--- src/rtl/teclado_irq_pkg.sv ---
// Shared scan-code and key-code constants, frame state encoding and the
// make-code to key-code lookup used by the keyboard interrupt block.
package teclado_irq_pkg;

  localparam logic [7:0] SC_BREAK = 8'hF0;
  localparam logic [7:0] SC_EXT   = 8'hE0;
  localparam logic [7:0] SC_W     = 8'h1D;
  localparam logic [7:0] SC_S     = 8'h1B;
  localparam logic [7:0] SC_A     = 8'h1C;
  localparam logic [7:0] SC_D     = 8'h23;

  localparam logic [7:0] KEY_W = 8'h57;
  localparam logic [7:0] KEY_S = 8'h53;
  localparam logic [7:0] KEY_A = 8'h65;
  localparam logic [7:0] KEY_D = 8'h68;

  localparam logic [1:0] ST_IDLE  = 2'd0;
  localparam logic [1:0] ST_SHIFT = 2'd1;
  localparam logic [1:0] ST_CHECK = 2'd2;

  typedef struct packed {
    logic       hit;
    logic [7:0] code;
  } key_map_t;

  function automatic key_map_t map_scan(input logic [7:0] sc);
    key_map_t km;
    km.hit  = 1'b1;
    km.code = 8'h00;
    case (sc)
      SC_W:    km.code = KEY_W;
      SC_S:    km.code = KEY_S;
      SC_A:    km.code = KEY_A;
      SC_D:    km.code = KEY_D;
      default: km.hit  = 1'b0;
    endcase
    return km;
  endfunction

endpackage

--- src/rtl/teclado_irq_ps2_rx_frame.sv ---
// PS/2 receiver: synchronizes and filters the keyboard clock, shifts an
// 11-bit frame on filtered falling edges and checks odd parity and stop bit.
module ps2_rx_frame
  import teclado_irq_pkg::*;
#(
  parameter int FILTER_LEN  = 8,
  parameter int TIMEOUT_CYC = 100000
) (
  input  logic       clk,
  input  logic       reset,
  input  logic       ps2c,
  input  logic       ps2d,
  output logic [7:0] rx_byte,
  output logic       byte_valid,
  output logic       frame_err
);

  localparam int FW = $clog2(FILTER_LEN + 1);
  localparam int TW = $clog2(TIMEOUT_CYC + 1);

  logic          c_s1, c_s2, d_s1, d_s2;
  logic          filt;
  logic [FW-1:0] filt_cnt;
  logic          filt_fall;
  logic          strobe;
  logic          d_bit;
  logic [1:0]    state;
  logic [3:0]    bit_cnt;
  logic [TW-1:0] tmo_cnt;
  logic [9:0]    shreg;
  logic          frame_ok;

  // The filtered level flips on the FILTER_LEN-th consecutive differing sample
  assign filt_fall = (c_s2 != filt) && (filt_cnt == FW'(FILTER_LEN - 1)) && !c_s2;

  always_ff @(posedge clk or posedge reset) begin
    if (reset) begin
      c_s1     <= 1'b1;
      c_s2     <= 1'b1;
      d_s1     <= 1'b1;
      d_s2     <= 1'b1;
      filt     <= 1'b1;
      filt_cnt <= '0;
      strobe   <= 1'b0;
    end else begin
      c_s1   <= ps2c;
      c_s2   <= c_s1;
      d_s1   <= ps2d;
      d_s2   <= d_s1;
      strobe <= filt_fall;
      if (c_s2 == filt) begin
        filt_cnt <= '0;
      end else if (filt_cnt == FW'(FILTER_LEN - 1)) begin
        filt     <= c_s2;
        filt_cnt <= '0;
      end else begin
        filt_cnt <= filt_cnt + 1'b1;
      end
    end
  end

  always_ff @(posedge clk) begin
    if (filt_fall) d_bit <= d_s2;
    if (state == ST_SHIFT && strobe) shreg <= {d_bit, shreg[9:1]};
  end

  // shreg holds {stop, parity, data[7:0]} once ten bits follow the start bit
  assign frame_ok   = (^shreg[8:0]) & shreg[9];
  assign byte_valid = (state == ST_CHECK) && frame_ok;
  assign rx_byte    = shreg[7:0];

  always_ff @(posedge clk or posedge reset) begin
    if (reset) begin
      state     <= ST_IDLE;
      bit_cnt   <= '0;
      tmo_cnt   <= '0;
      frame_err <= 1'b0;
    end else begin
      frame_err <= 1'b0;
      case (state)
        ST_IDLE: begin
          if (strobe && !d_bit) begin
            state   <= ST_SHIFT;
            bit_cnt <= '0;
            tmo_cnt <= '0;
          end
        end
        ST_SHIFT: begin
          if (strobe) begin
            tmo_cnt <= '0;
            bit_cnt <= bit_cnt + 1'b1;
            if (bit_cnt == 4'd9) state <= ST_CHECK;
          end else if (tmo_cnt == TW'(TIMEOUT_CYC - 1)) begin
            state     <= ST_IDLE;
            tmo_cnt   <= '0;
            frame_err <= 1'b1;
          end else begin
            tmo_cnt <= tmo_cnt + 1'b1;
          end
        end
        ST_CHECK: begin
          state     <= ST_IDLE;
          frame_err <= ~frame_ok;
        end
        default: state <= ST_IDLE;
      endcase
    end
  end

endmodule

--- src/rtl/teclado_irq.sv ---
// Keyboard interrupt source: drops break/extended sequences, maps W/S/A/D
// make codes to key codes and runs the request/acknowledge handshake.
module teclado_irq
  import teclado_irq_pkg::*;
#(
  parameter int FILTER_LEN  = 8,
  parameter int TIMEOUT_CYC = 100000
) (
  input  logic       clk,
  input  logic       reset,
  input  logic       ps2c,
  input  logic       ps2d,
  input  logic       interrupt_ack,
  output logic [7:0] in_port,
  output logic       interrupt,
  output logic       overflow,
  output logic       frame_err
);

  logic [7:0] rx_byte;
  logic       byte_valid;
  logic       brk_flag, ext_flag;
  logic       is_prefix;
  logic       key_ev;
  key_map_t   km;

  ps2_rx_frame #(
    .FILTER_LEN (FILTER_LEN),
    .TIMEOUT_CYC(TIMEOUT_CYC)
  ) u_rx (
    .clk       (clk),
    .reset     (reset),
    .ps2c      (ps2c),
    .ps2d      (ps2d),
    .rx_byte   (rx_byte),
    .byte_valid(byte_valid),
    .frame_err (frame_err)
  );

  assign km        = map_scan(rx_byte);
  assign is_prefix = (rx_byte == SC_BREAK) || (rx_byte == SC_EXT);
  assign key_ev    = byte_valid && !is_prefix && !brk_flag && !ext_flag && km.hit;

  always_ff @(posedge clk or posedge reset) begin
    if (reset) begin
      brk_flag  <= 1'b0;
      ext_flag  <= 1'b0;
      in_port   <= 8'h00;
      interrupt <= 1'b0;
      overflow  <= 1'b0;
    end else begin
      // A prefix keeps any earlier flag so E0 F0 xx swallows xx as well
      if (byte_valid) begin
        if (rx_byte == SC_BREAK) begin
          brk_flag <= 1'b1;
        end else if (rx_byte == SC_EXT) begin
          ext_flag <= 1'b1;
        end else begin
          brk_flag <= 1'b0;
          ext_flag <= 1'b0;
        end
      end
      if (key_ev && (!interrupt || interrupt_ack)) begin
        in_port   <= km.code;
        interrupt <= 1'b1;
      end else begin
        if (key_ev) overflow <= 1'b1;
        if (interrupt_ack) interrupt <= 1'b0;
      end
    end
  end

endmodule

--- config.mk ---
export PLATFORM = sky130hd
export DESIGN_NAME = teclado_irq
export DESIGN_NICKNAME = d
export VERILOG_FILES = /design/src/rtl/teclado_irq_pkg.sv /design/src/rtl/teclado_irq_ps2_rx_frame.sv /design/src/rtl/teclado_irq.sv
export SDC_FILE = /design/constraint.sdc
export NUM_CORES = 1
export LEC_CHECK = 0
export ABC_CLOCK_PERIOD_IN_PS = 5300
export BUFFER_PORTS_ARGS = -buffer_cell sky130_fd_sc_hd__buf_2
export CAP_MARGIN = 0
export CORE_MARGIN = 4
export CORE_UTILIZATION = 40
export DETAILED_ROUTE_END_ITERATION = 8
export SYNTH_ARGS = -nofsm -noshare
export SYNTH_HDL_FRONTEND = slang
export SYNTH_SLANG_ARGS = --single-unit
--- constraint.sdc ---
create_clock -name clk -period 5.3 [get_ports clk]
set_input_delay 0.265 -clock clk [delete_from_list [all_inputs] [get_ports clk]]
set_output_delay 0.265 -clock clk [all_outputs]
set_load 0.01 [all_outputs]
==> results of run 1 <==
-- sequential cells by signal, summed over array words and instances, names as in the netlist, 2 cells and up --
signal and cells:
u_rx.state 2, u_rx.shreg 10, u_rx.bit_cnt 4, in_port 6
u_rx.tmo_cnt 17, u_rx.filt_cnt 4
-- kinds of logic (layout without fill, tap and decap cells) --
family          after synthesis  count (layout)  share of synthesized area (%)
simple gates                 92              92                           17.9
flops                        55              55                           51.2
compound gates               39              39                           9.63
buf+inv                      27              44                           3.88
fa+ha+maj                    18              18                           8.03
xor+xnor                     14              14                           5.80
mux                           8               8                           3.43
other cells                   1               1                          0.134
-- area by class of cell --
class                   instances  area [µm²]  area share, %
flip-flops and latches         55        1440           47.0
multi-input cells             172        1260           41.2
well taps                      96         120           3.93
inverters                      22        82.6           2.70
clock buffers                   6        72.6           2.37
repair buffers                 14        70.1           2.29
clock inverters                 2        16.3          0.532
-- per-stage QoR --
stage / power, W / hold WS (ns) / instances
2_1_floorplan: 0.000494 / 0.269 / 254
3_3_place_gp: 0.000502 / 0.346 / 359
3_5_place_dp: 0.000504 / 0.349 / 359
4_1_cts: 0.000743 / 0.0277 / 367
5_1_grt: 0.000768 / 0.0173 / 367
6_report: 0.000725 / 0.0454 / 367
-- placed cells by master, fill, tap and decap left out, drive strengths merged, types with 2 or more instances in the layout --
cell	synthesis	routed
nor2	24	24
clkbuf	3	6
o22ai	2	2
mux2i	4	4
o21a	3	3
nor3b	2	2
xnor2	9	9
buf	2	14
nor3	6	6
dfstp	5	5
nor4bb	2	2
a21oi	4	4
and2	2	2
a32o	3	3
and4	4	4
mux2	4	4
inv	22	23
ha	18	18
a31oi	3	3
a21boi	2	2
nor2b	3	3
nand3b	2	2
nand2	20	20
nand3	11	11
o2111ai	2	2
a21o	3	3
nand2b	3	3
nand4	4	4
and3	2	2
o21ai	11	11
xor2	4	4
or2	3	3
edfxtp	11	11
dfrtp	39	39
-- power by group through the flow --
stage	Combinational, W	Clock [W]	Sequential (W)
after CTS	0.0000381	0.000247	0.000458
after floorplan	0.0000305	0	0.000463
after global placement	0.0000370	0	0.000465
after global routing	0.0000441	0.000264	0.000459
final	0.0000364	0.000231	0.000457
after detailed placement	0.0000381	0	0.000466
-- metal layers --
layer	global-route usage (%)	share of wire, %	up-vias
met4	3.71	1.5	0
met3	2.21	2.6	6
met1	16.8	51	883
met2	19.2	44	24
met5	0	0	-
li1	-	-	916
-- worst reg2reg max path: cells and delay by family (launching register included) --
| family | cells | cell delay [ns] |
|---|---|---|
| AND/OR/NAND/NOR | 2 | 0.66 |
| multiplexers | 1 | 0.34 |
| buffers and inverters | 1 | 0.07 |
| flip-flops | 1 | 0.39 |
| adder cells (fa/ha/maj) | 1 | 0.27 |
| XOR/XNOR | 2 | 0.62 |
-- worst max path at each step --
stage	end	depth (start not counted)
floorplan	in_port[0]$_DFFE_PP0P_	7
global placement	in_port[0]$_DFFE_PP0P_	7
detailed placement	in_port[5]$_DFFE_PP0P_	7
CTS	in_port[5]$_DFFE_PP0P_	7
global route	in_port[4]$_DFFE_PP0P_	7
finish	in_port[5]$_DFFE_PP0P_	7
==> results.toml, run 1 <==
[grt]
grt_overflow = 0
first_global_vias = 1811
grt_pass1_wl_um = 8430
grt_max_degree = 45
antenna_found_initial = 0
grt_use_total_pct = 12.1

[setup_path]
cp_cell_sequence = "inv_1, ha_1, xnor3_1, xnor2_2, nand3_4, nor4_4, mux2_4"
crit_slowest_cell = "nor4_4"
reg2reg_depth = 7
cp.arrival_ns = 2.67
endpoint_kind = "flop"
rrSetupSlack_ns = 2.83
cp-start-kind = "flop"
cp-startpoint = "u_rx.shreg[1]$_DFFE_PP_"
reg2reg_to = "in_port[5]$_DFFE_PP0P_"
r2r-start = "u_rx.shreg[1]$_DFFE_PP_"
crit_required_ns = 5.50
crit_buf_inv = 1
setup.worst_path.class = "reg2reg"
crit_fanout = 6
cp_top_family = "simple AND/OR/NAND/NOR gates"
cp_slowest_stage_delay_ns = 0.53

[die]
io-pin-count = 16
std_cell_rows = 30
initial_core_util_pct = 41.3
die_h_um = 91.8
die_w_um = 91.8
core_um2 = 6790
fp.dieArea_um2 = 8420

[sta]
hold_viol = 0
rsz0062_at_grt = "no"
setup_slack_ns = 2.83
worst_pin_slew_ns = 0.905
period_minus_slack_ns = 2.47
fmax_ghz = 0.405
maxSlewHeadroom_pct = 39.6
finalCritPeriodShare_pct = 46.6
setup_viol = 0
tns_ns = 0
skew_ns = 0.00916
final_max_slew_viol_count = 0

[clocking]
cts_tree = "yes"
worstSkewPairLatency_ns = 0.31
cts.clk_slew.worst_paths_ns = 0.10
cts_root_buffer = "clkbuf_8"
htreeDepth = 2
clock_path_buffers = 2
cts_resized = 0
clkSinkCount = 55
cts_setup_buffers = 0
cts_hold_buffers = 0
cts_buffers = 5

[power_and_ir_drop]
p_leak_nw = 1.36
clkPwrFrac_pct = 31.9
cell_internal_pwr_w = 0.000559
pwr-share-seq_pct = 63.1
switching_share_pct = 22.9
ir_drop_mv = 0.114
switchingPower_w = 0.000166
power_per_cell_area_nw_per_um2 = 237
p_comb_share_pct = 5.0

[routing]
drt-total-wl_um = 4590
via_per_inst = 4.98
drtIter0Drc = 104
wl_per_cell_um = 12.5
dr.pass1.iters = 4
ant_nets = 0
post-route-drc-count = 0
num_vias = 1829

[final_layout]
drive_gt1_share_pct = 13.3
final_core_util_pct = 45.0
synthToLayoutAreaGrowth_pct = 9.01
final_nets = 293
diodes = 0
fin_area_um2 = 3060
nFillCells = 653

[place]
pre_cts_slack_ns = 2.82
numPortBuffers = 14
placed_area_um2 = 2970
gp_congestion = 0.756
hpwlAfterDp_um = 3310

[synth]
synth_common_cells = "dfrtp_1, nor2_1, inv_1, nand2_1, ha_1"
syn_nets = 277
synth.most_common_cell = "dfrtp_1"
synth_seq_area_share_pct = 51.2
synth_ff_type = "dfrtp_1"
ys_ff_latch = 55
ys_types = 51
synthCells = 254
synth-edff-count = 11
synth.area.top_cells = "dfrtp_1, edfxtp_1, ha_1"
yosys.area.top_type = "dfrtp_1"
async_reset_ff_share_pct = 80.0
synth_top_area_share_pct = 34.8
avgSynthCellArea_um2 = 11.0
syn_area_um2 = 2810
synth-warning-count = 0

[outcome]
status = "completed"

[min_path]
hold_start = "ps2c"
min_path_type = "in2reg"
holdPathStages = 1
min_to = "u_rx.c_s1$_DFF_PP1_"

[run]
cap_violations = 0
(Power assumes the default switching activity.)
==> inputs of run 2 (changes only) <==
--- a/config.mk
+++ b/config.mk
@@ -5,7 +5,8 @@
 export SDC_FILE = /design/constraint.sdc
 export NUM_CORES = 1
 export LEC_CHECK = 0
-export ABC_CLOCK_PERIOD_IN_PS = 5300
+export ABC_AREA = 1
+export ABC_CLOCK_PERIOD_IN_PS = 2300
 export BUFFER_PORTS_ARGS = -buffer_cell sky130_fd_sc_hd__buf_2
 export CAP_MARGIN = 0
 export CORE_MARGIN = 4
==> constraint.sdc (replaced) <==
create_clock -name clk -period 2.3 [get_ports clk]
set_input_delay 0.115 -clock clk [delete_from_list [all_inputs] [get_ports clk]]
set_output_delay 0.115 -clock clk [all_outputs]
set_load 0.01 [all_outputs]
==> run 2 against run 1 <==
Compared with the run above: the run now ends with hold timing left; total power rose to 2.9 times the previous value; cell count rose by 22%; final area rose by 3.2%; register-to-register slack got worse by 2.5 ns; flip-flop and latch count did not move; wire length rose by 13%; via count rose by 17%; die area rose by 1.9%; maximum frequency rose by 27%; utilization rose by 0.95 points; clock-buffer cell count did not move.
==> results.toml, run 2 <==
[outcome]
status = "finished with violations"
violations = "hold timing"

[synth]
synth_common_cells = "inv_1, nand2_1, nor2_1, dfrtp_1, nand3_1"
synth_seq_area_share_pct = 50.2
synth-edff-count = 11
avgSynthCellArea_um2 = 8.68
yosys.area.top_type = "dfrtp_1"
synth_ff_type = "dfrtp_1"
syn_nets = 353
synth_top_area_share_pct = 34.1
async_reset_ff_share_pct = 80.0
synth-warning-count = 0
synthCells = 330
ys_types = 32
synth.area.top_cells = "dfrtp_1, edfxtp_1, ha_1"
ys_ff_latch = 55
syn_area_um2 = 2870

[setup_path]
reg2reg_to = "overflow$_DFFE_PP0P_"
crit_required_ns = 2.54
cp-start-kind = "flop"
rrSetupSlack_ns = 0.36
r2r-start = "u_rx.shreg[4]$_DFFE_PP_"
crit_fanout = 8
cp-startpoint = "u_rx.shreg[4]$_DFFE_PP_"
cp-endpoint = "overflow$_DFFE_PP0P_"
endpoint_kind = "flop"
reg2reg_depth = 11
setup.worst_path.class = "reg2reg"
cp.arrival_ns = 2.18

[power_and_ir_drop]
p_leak_nw = 1.54
ir_drop_mv = 0.410
switchingPower_w = 0.000666
clkPwrFrac_pct = 25.8
switching_share_pct = 31.8
power_per_cell_area_nw_per_um2 = 662
cell_internal_pwr_w = 0.00143
pwr-share-seq_pct = 53.2
p_comb_share_pct = 21.0

[final_layout]
drive_gt1_share_pct = 10.2
layoutNonFillerInstCount = 449
reg_top3 = "u_rx.tmo_cnt (17), u_rx.shreg (10), in_port (6)"
final_core_util_pct = 46.0
synthToLayoutAreaGrowth_pct = 10.2
nFillCells = 671
diodes = 0
final_nets = 375
largest_reg_flops = 17
top_register = "u_rx.tmo_cnt"
final_common_cell = "nand2_1"
final_cell_mix = "nand2_1, inv_1, nor2_1"

[die]
core_um2 = 6870
fp.dieArea_um2 = 8580
io-pin-count = 16
std_cell_rows = 30
die_h_um = 92.6
die_w_um = 92.6
initial_core_util_pct = 41.7

[routing]
via_per_inst = 4.78
num_vias = 2146
ant_nets = 0
dr.pass1.iters = 4
wl_per_cell_um = 11.5
post-route-drc-count = 0
drtIter0Drc = 97
drt-total-wl_um = 5170

[grt]
grt_max_degree = 45
use_met1_pct = 19.0
grt_pass1_wl_um = 9000
grt_use_total_pct = 12.9
top_usage_layer = "met2"
antenna_found_initial = 0
grt_overflow = 0
grtUsageMet2_pct = 19.2
met3_usage_pct = 2.76
first_global_vias = 1978

[sta]
setup_viol = 0
tns_ns = 0
whs_ns = -0.00819
skew_ns = 0.0101
hold_viol = 17
finalCritPeriodShare_pct = 84.5
rsz0062_at_grt = "no"
fmax_ghz = 0.514
final_max_slew_viol_count = 0
worst_pin_slew_ns = 0.909
period_minus_slack_ns = 1.94
maxSlewHeadroom_pct = 39.3

[place]
gp_congestion = 0.905
hpwlAfterDp_um = 3900
numPortBuffers = 14
dp.cells = 439

[clocking]
cts_root_buffer = "clkbuf_8"
clkSinkCount = 55
cts.clk_slew.worst_paths_ns = 0.10
cts_setup_buffers = 0
cts_buffers = 5
worstSkewPairLatency_ns = 0.31
clock_path_buffers = 2
cts_tree = "yes"
htreeDepth = 2

[run]
cap_violations = 0

[min_path]
min_path_type = "in2async"
run 2: cell types whose count changed after synthesis, moves of 4 or more:
cell     delta
nand2_1    +37
inv_1      +35
nor2_1     +16
nand3_1    +13
nand4_1    +12
o21ai_0     +9
xnor2_1     -5
xor2_1      +5
a21oi_1     +4
and4_1      -4
mux2i_1     -4
run 2: logic make-up (layout without fill, tap and decap cells):
family	after synthesis	count (layout)	share of synthesized area, %
simple gates	147	147	22.4
fa+ha+maj	18	18	7.86
xor+xnor	11	11	3.36
compound gates	36	36	7.51
flops	55	55	50.2
buf+inv	62	85	8.56
other cells	1	1	0.131
run 2: worst max-delay path: stages (launching register included):
cell and delay, ns:
edfxtp_1 0.41, inv_1 0.06, ha_1 0.31, inv_1 0.06, nand2_1 0.06, nand2_1 0.07
nand2_1 0.06, nand3_1 0.09, nand4_1 0.11, nor2_1 0.37, nand2_1 0.13, o21bai_1 0.16
run 2: area by class of cell:
cell class | instances | area, µm² | share of cell area (%)
Timing Repair Buffer | 19 | 113 | 3.57
Sequential cell | 55 | 1440 | 45.5
Tap cell | 96 | 120 | 3.80
Inverter | 58 | 218 | 6.89
Multi-Input combinational cell | 213 | 1180 | 37.4
Clock inverter | 2 | 15.0 | 0.475
Clock buffer | 6 | 72.6 | 2.30
run 2: stage by stage:
step	instance area [µm²]	power, W	setup WS [ns]
6_report	3160	0.00209	0.356
5_1_grt	3160	0.00224	0.0861
4_1_cts	3160	0.00213	0.350
3_5_place_dp	3050	0.00157	0.365
3_3_place_gp	3050	0.00157	0.382
2_1_floorplan	2870	0.00146	0.613
run 2: power groups by stage:
stage	Clock (W)	Sequential, W	Combinational, W
finish	0.000539	0.00111	0.000440
global route	0.000602	0.00112	0.000519
CTS	0.000570	0.00111	0.000448
detailed placement	0	0.00113	0.000441
global placement	0	0.00113	0.000441
floorplan	0	0.00112	0.000337
run 2: how the worst min path moves through the flow:
stage	from	end	slack, ns	cells after the start
2_1_floorplan	ps2c	u_rx.c_s1$_DFF_PP1_	0.12	0
3_3_place_gp	ps2c	u_rx.c_s1$_DFF_PP1_	0.22	1
3_5_place_dp	ps2c	u_rx.c_s1$_DFF_PP1_	0.22	1
4_1_cts	reset	in_port[6]$_DFFE_PP0P_	0.03	2
5_1_grt	reset	u_rx.tmo_cnt[16]$_DFFE_PP0P_	0.08	2
6_report	reset	u_rx.tmo_cnt[16]$_DFFE_PP0P_	-0.008	2
run 2: metal layers:
metal	vias to the layer above	wire length, µm
met3	5	260
met4	0	40
met5	-	0
met2	51	2210
li1	1104	-
met1	986	2670
run 2: timing repair:
item | CTS | global route
resized for setup | 0 | 0
endpoints found under the hold margin | 2 | 0
hold buffers | 2 | 0
==> inputs of run 3 (changes only) <==
--- a/config.mk
+++ b/config.mk
@@ -6,7 +6,7 @@
 export NUM_CORES = 1
 export LEC_CHECK = 0
 export ABC_AREA = 1
-export ABC_CLOCK_PERIOD_IN_PS = 2300
+export ABC_CLOCK_PERIOD_IN_PS = 2000
 export BUFFER_PORTS_ARGS = -buffer_cell sky130_fd_sc_hd__buf_2
 export CAP_MARGIN = 0
 export CORE_MARGIN = 4
==> constraint.sdc (replaced) <==
create_clock -name clk -period 2 [get_ports clk]
set_input_delay 0.1 -clock clk [delete_from_list [all_inputs] [get_ports clk]]
set_output_delay 0.1 -clock clk [all_outputs]
set_load 0.01 [all_outputs]
==> run 3 against run 2 <==
Compared with the run above: the flow now finishes without violations; cell count is 3.1% higher; critical path depth down 1; maximum frequency increased by 8.2%; global-route usage is 0.17 points higher; via count is 3.7% higher; non-clock buffer count is 13 higher; first-iteration DRC count up 30%; sequential share of layout area shrank 1.9 points; critical endpoint is now u_rx.tmo_cnt[5]$_DFFE_PP0P_; critical path type unchanged; largest power group unchanged.
==> results.toml, run 3 (synthesis gave the netlist of run 2 again) <==
[sta]
worst_pin_slew_ns = 0.499
maxSlewHeadroom_pct = 66.7
final_max_slew_viol_count = 0
whs_ns = 0.185
fmax_ghz = 0.557
setup_viol = 0
finalCritPeriodShare_pct = 89.8
skew_ns = 0.00654
setup_slack_ns = 0.204
period_minus_slack_ns = 1.80
hold_viol = 0

[run]
cap_violations = 0

[final_layout]
final_core_util_pct = 47.9
final_cell_mix = "nand2_1, inv_1, dfrtp_1"
largest_reg_flops = 17
final_common_cell = "nand2_1"
diodes = 0
multi_input_area_um2 = 1200
reg_top3 = "u_rx.tmo_cnt (17), u_rx.shreg (10), in_port (6)"
top_register = "u_rx.tmo_cnt"
final_nets = 389
drive_gt1_share_pct = 14.2
nFillCells = 652
synthToLayoutAreaGrowth_pct = 14.9
seqCellArea_um2 = 1440

[die]
initial_core_util_pct = 41.7
std_cell_rows = 30
fp.dieArea_um2 = 8580
io-pin-count = 16
core_um2 = 6870
die_w_um = 92.6
die_h_um = 92.6

[grt]
antenna_found_initial = 0
grt_use_total_pct = 13.1
grt_pass1_wl_um = 9210
first_global_vias = 2035
grt_max_degree = 25
grt_overflow = 0

[routing]
dr.pass1.iters = 4
num_vias = 2225
ant_nets = 0
drt-total-wl_um = 5320
via_per_inst = 4.81
drtIter0Drc = 126
wl_per_cell_um = 11.5
post-route-drc-count = 0

[place]
hpwlAfterDp_um = 3960
pre_cts_slack_ns = 0.116
gp_congestion = 0.891
numPortBuffers = 14

[clocking]
clkSinkCount = 55
cts.clk_slew.worst_paths_ns = 0.10
htreeDepth = 2
cts_buffers = 5
worstSkewPairLatency_ns = 0.31
cts_tree = "yes"
clock_path_buffers = 2
cts_root_buffer = "clkbuf_8"

[power_and_ir_drop]
ir_drop_mv = 0.676
p_leak_nw = 1.61
power_per_cell_area_nw_per_um2 = 802

[setup_path]
cp.arrival_ns = 2.01
crit_buf_inv = 2
cp_cell_sequence = "ha_1, nand2_1, nor2_1, inv_1, nor2_1, nand2_1, nand3_1, nand2_1, inv_1, nor3b_1"
cp_slowest_stage_delay_ns = 0.41
crit_fanout = 6
setup.worst_path.class = "reg2reg"
endpoint_kind = "flop"
cp-start-kind = "flop"
cp_top_family = "simple AND/OR/NAND/NOR gates"
crit_slowest_cell = "dfrtp_1"
crit_top_cell = "nand2_1"
crit_required_ns = 2.22

[min_path]
min_path_type = "in2reg"

[outcome]
status = "completed"
run 3: cell types whose count changed in the layout (fill, tap and decap cells not counted), sizes merged:
cell         delta
inv             -1
buf            +12
bufinv          +1
a21oi           +1
dlygate4sd3     +1
run 3: cell type report:
cell class,instances,share of cell area [%]
Clock inverter,2,1.10
Tap cell,96,3.65
Clock buffer,6,2.20
Inverter,58,6.61
Multi-Input combinational cell,214,36.3
Timing Repair Buffer,32,6.46
Sequential cell,55,43.7
run 3: tightest hold or removal path, delay by kind of cell:
family	cells	cell delay [ns]
buf+inv	2	0.24
simple gates	2	0.11
run 3: timing repair:
item	in CTS	in global routing
buffers inserted	0	6
hold endpoints to repair	24	0
hold buffers	3	0
endpoints found under the setup margin	0	10
resized for setup	0	3
run 3: worst paths after layout:
| check | slack [ns] | depth (start not counted) | startpoint | to |
|---|---|---|---|---|
| min reg2reg | 0.36 | 0 | u_rx.d_s1$_DFF_PP1_ | u_rx.d_s2$_DFF_PP1_ |
| min | 0.19 | 4 | interrupt_ack | interrupt$_DFFE_PP0P_ |
| max | 0.20 | 10 | u_rx.tmo_cnt[0]$_DFFE_PP0P_ | u_rx.tmo_cnt[5]$_DFFE_PP0P_ |
| min in group asynchronous | 0.35 | 3 | reset | interrupt$_DFFE_PP0P_ |
| max in group asynchronous | 1.04 | 4 | reset | u_rx.c_s2$_DFF_PP1_ |
| max reg2reg | 0.20 | 10 | u_rx.tmo_cnt[0]$_DFFE_PP0P_ | u_rx.tmo_cnt[5]$_DFFE_PP0P_ |
run 3: report_power, final:
part,switching (W),leakage (nW),internal [W]
Combinational,0.000399,0.871,0.000232
Clock,0.000355,0.0557,0.000375
Sequential,0.0000555,0.683,0.00122
Total,0.000809,1.61,0.00183
run 3: layer usage:
| metal | vias to the layer above | GRT usage [%] | routed length, µm |
|---|---|---|---|
| met5 | - | 0 | 0 |
| met4 | 0 | 3.30 | 45 |
| met3 | 4 | 2.44 | 245 |
| met2 | 55 | 19.7 | 2330 |
| met1 | 1036 | 19.5 | 2690 |
| li1 | 1130 | - | - |
run 3: stage by stage:
stage | cells | cell area [µm²] | TNS, ns | total power, W
finish | 463 | 3290 | 0 | 0.00264
global route | 463 | 3290 | -0.0183 | 0.00282
CTS | 456 | 3230 | 0 | 0.00258
detailed placement | 445 | 3100 | 0 | 0.00183
global placement | 445 | 3100 | 0 | 0.00183
floorplan | 330 | 2870 | 0 | 0.00168
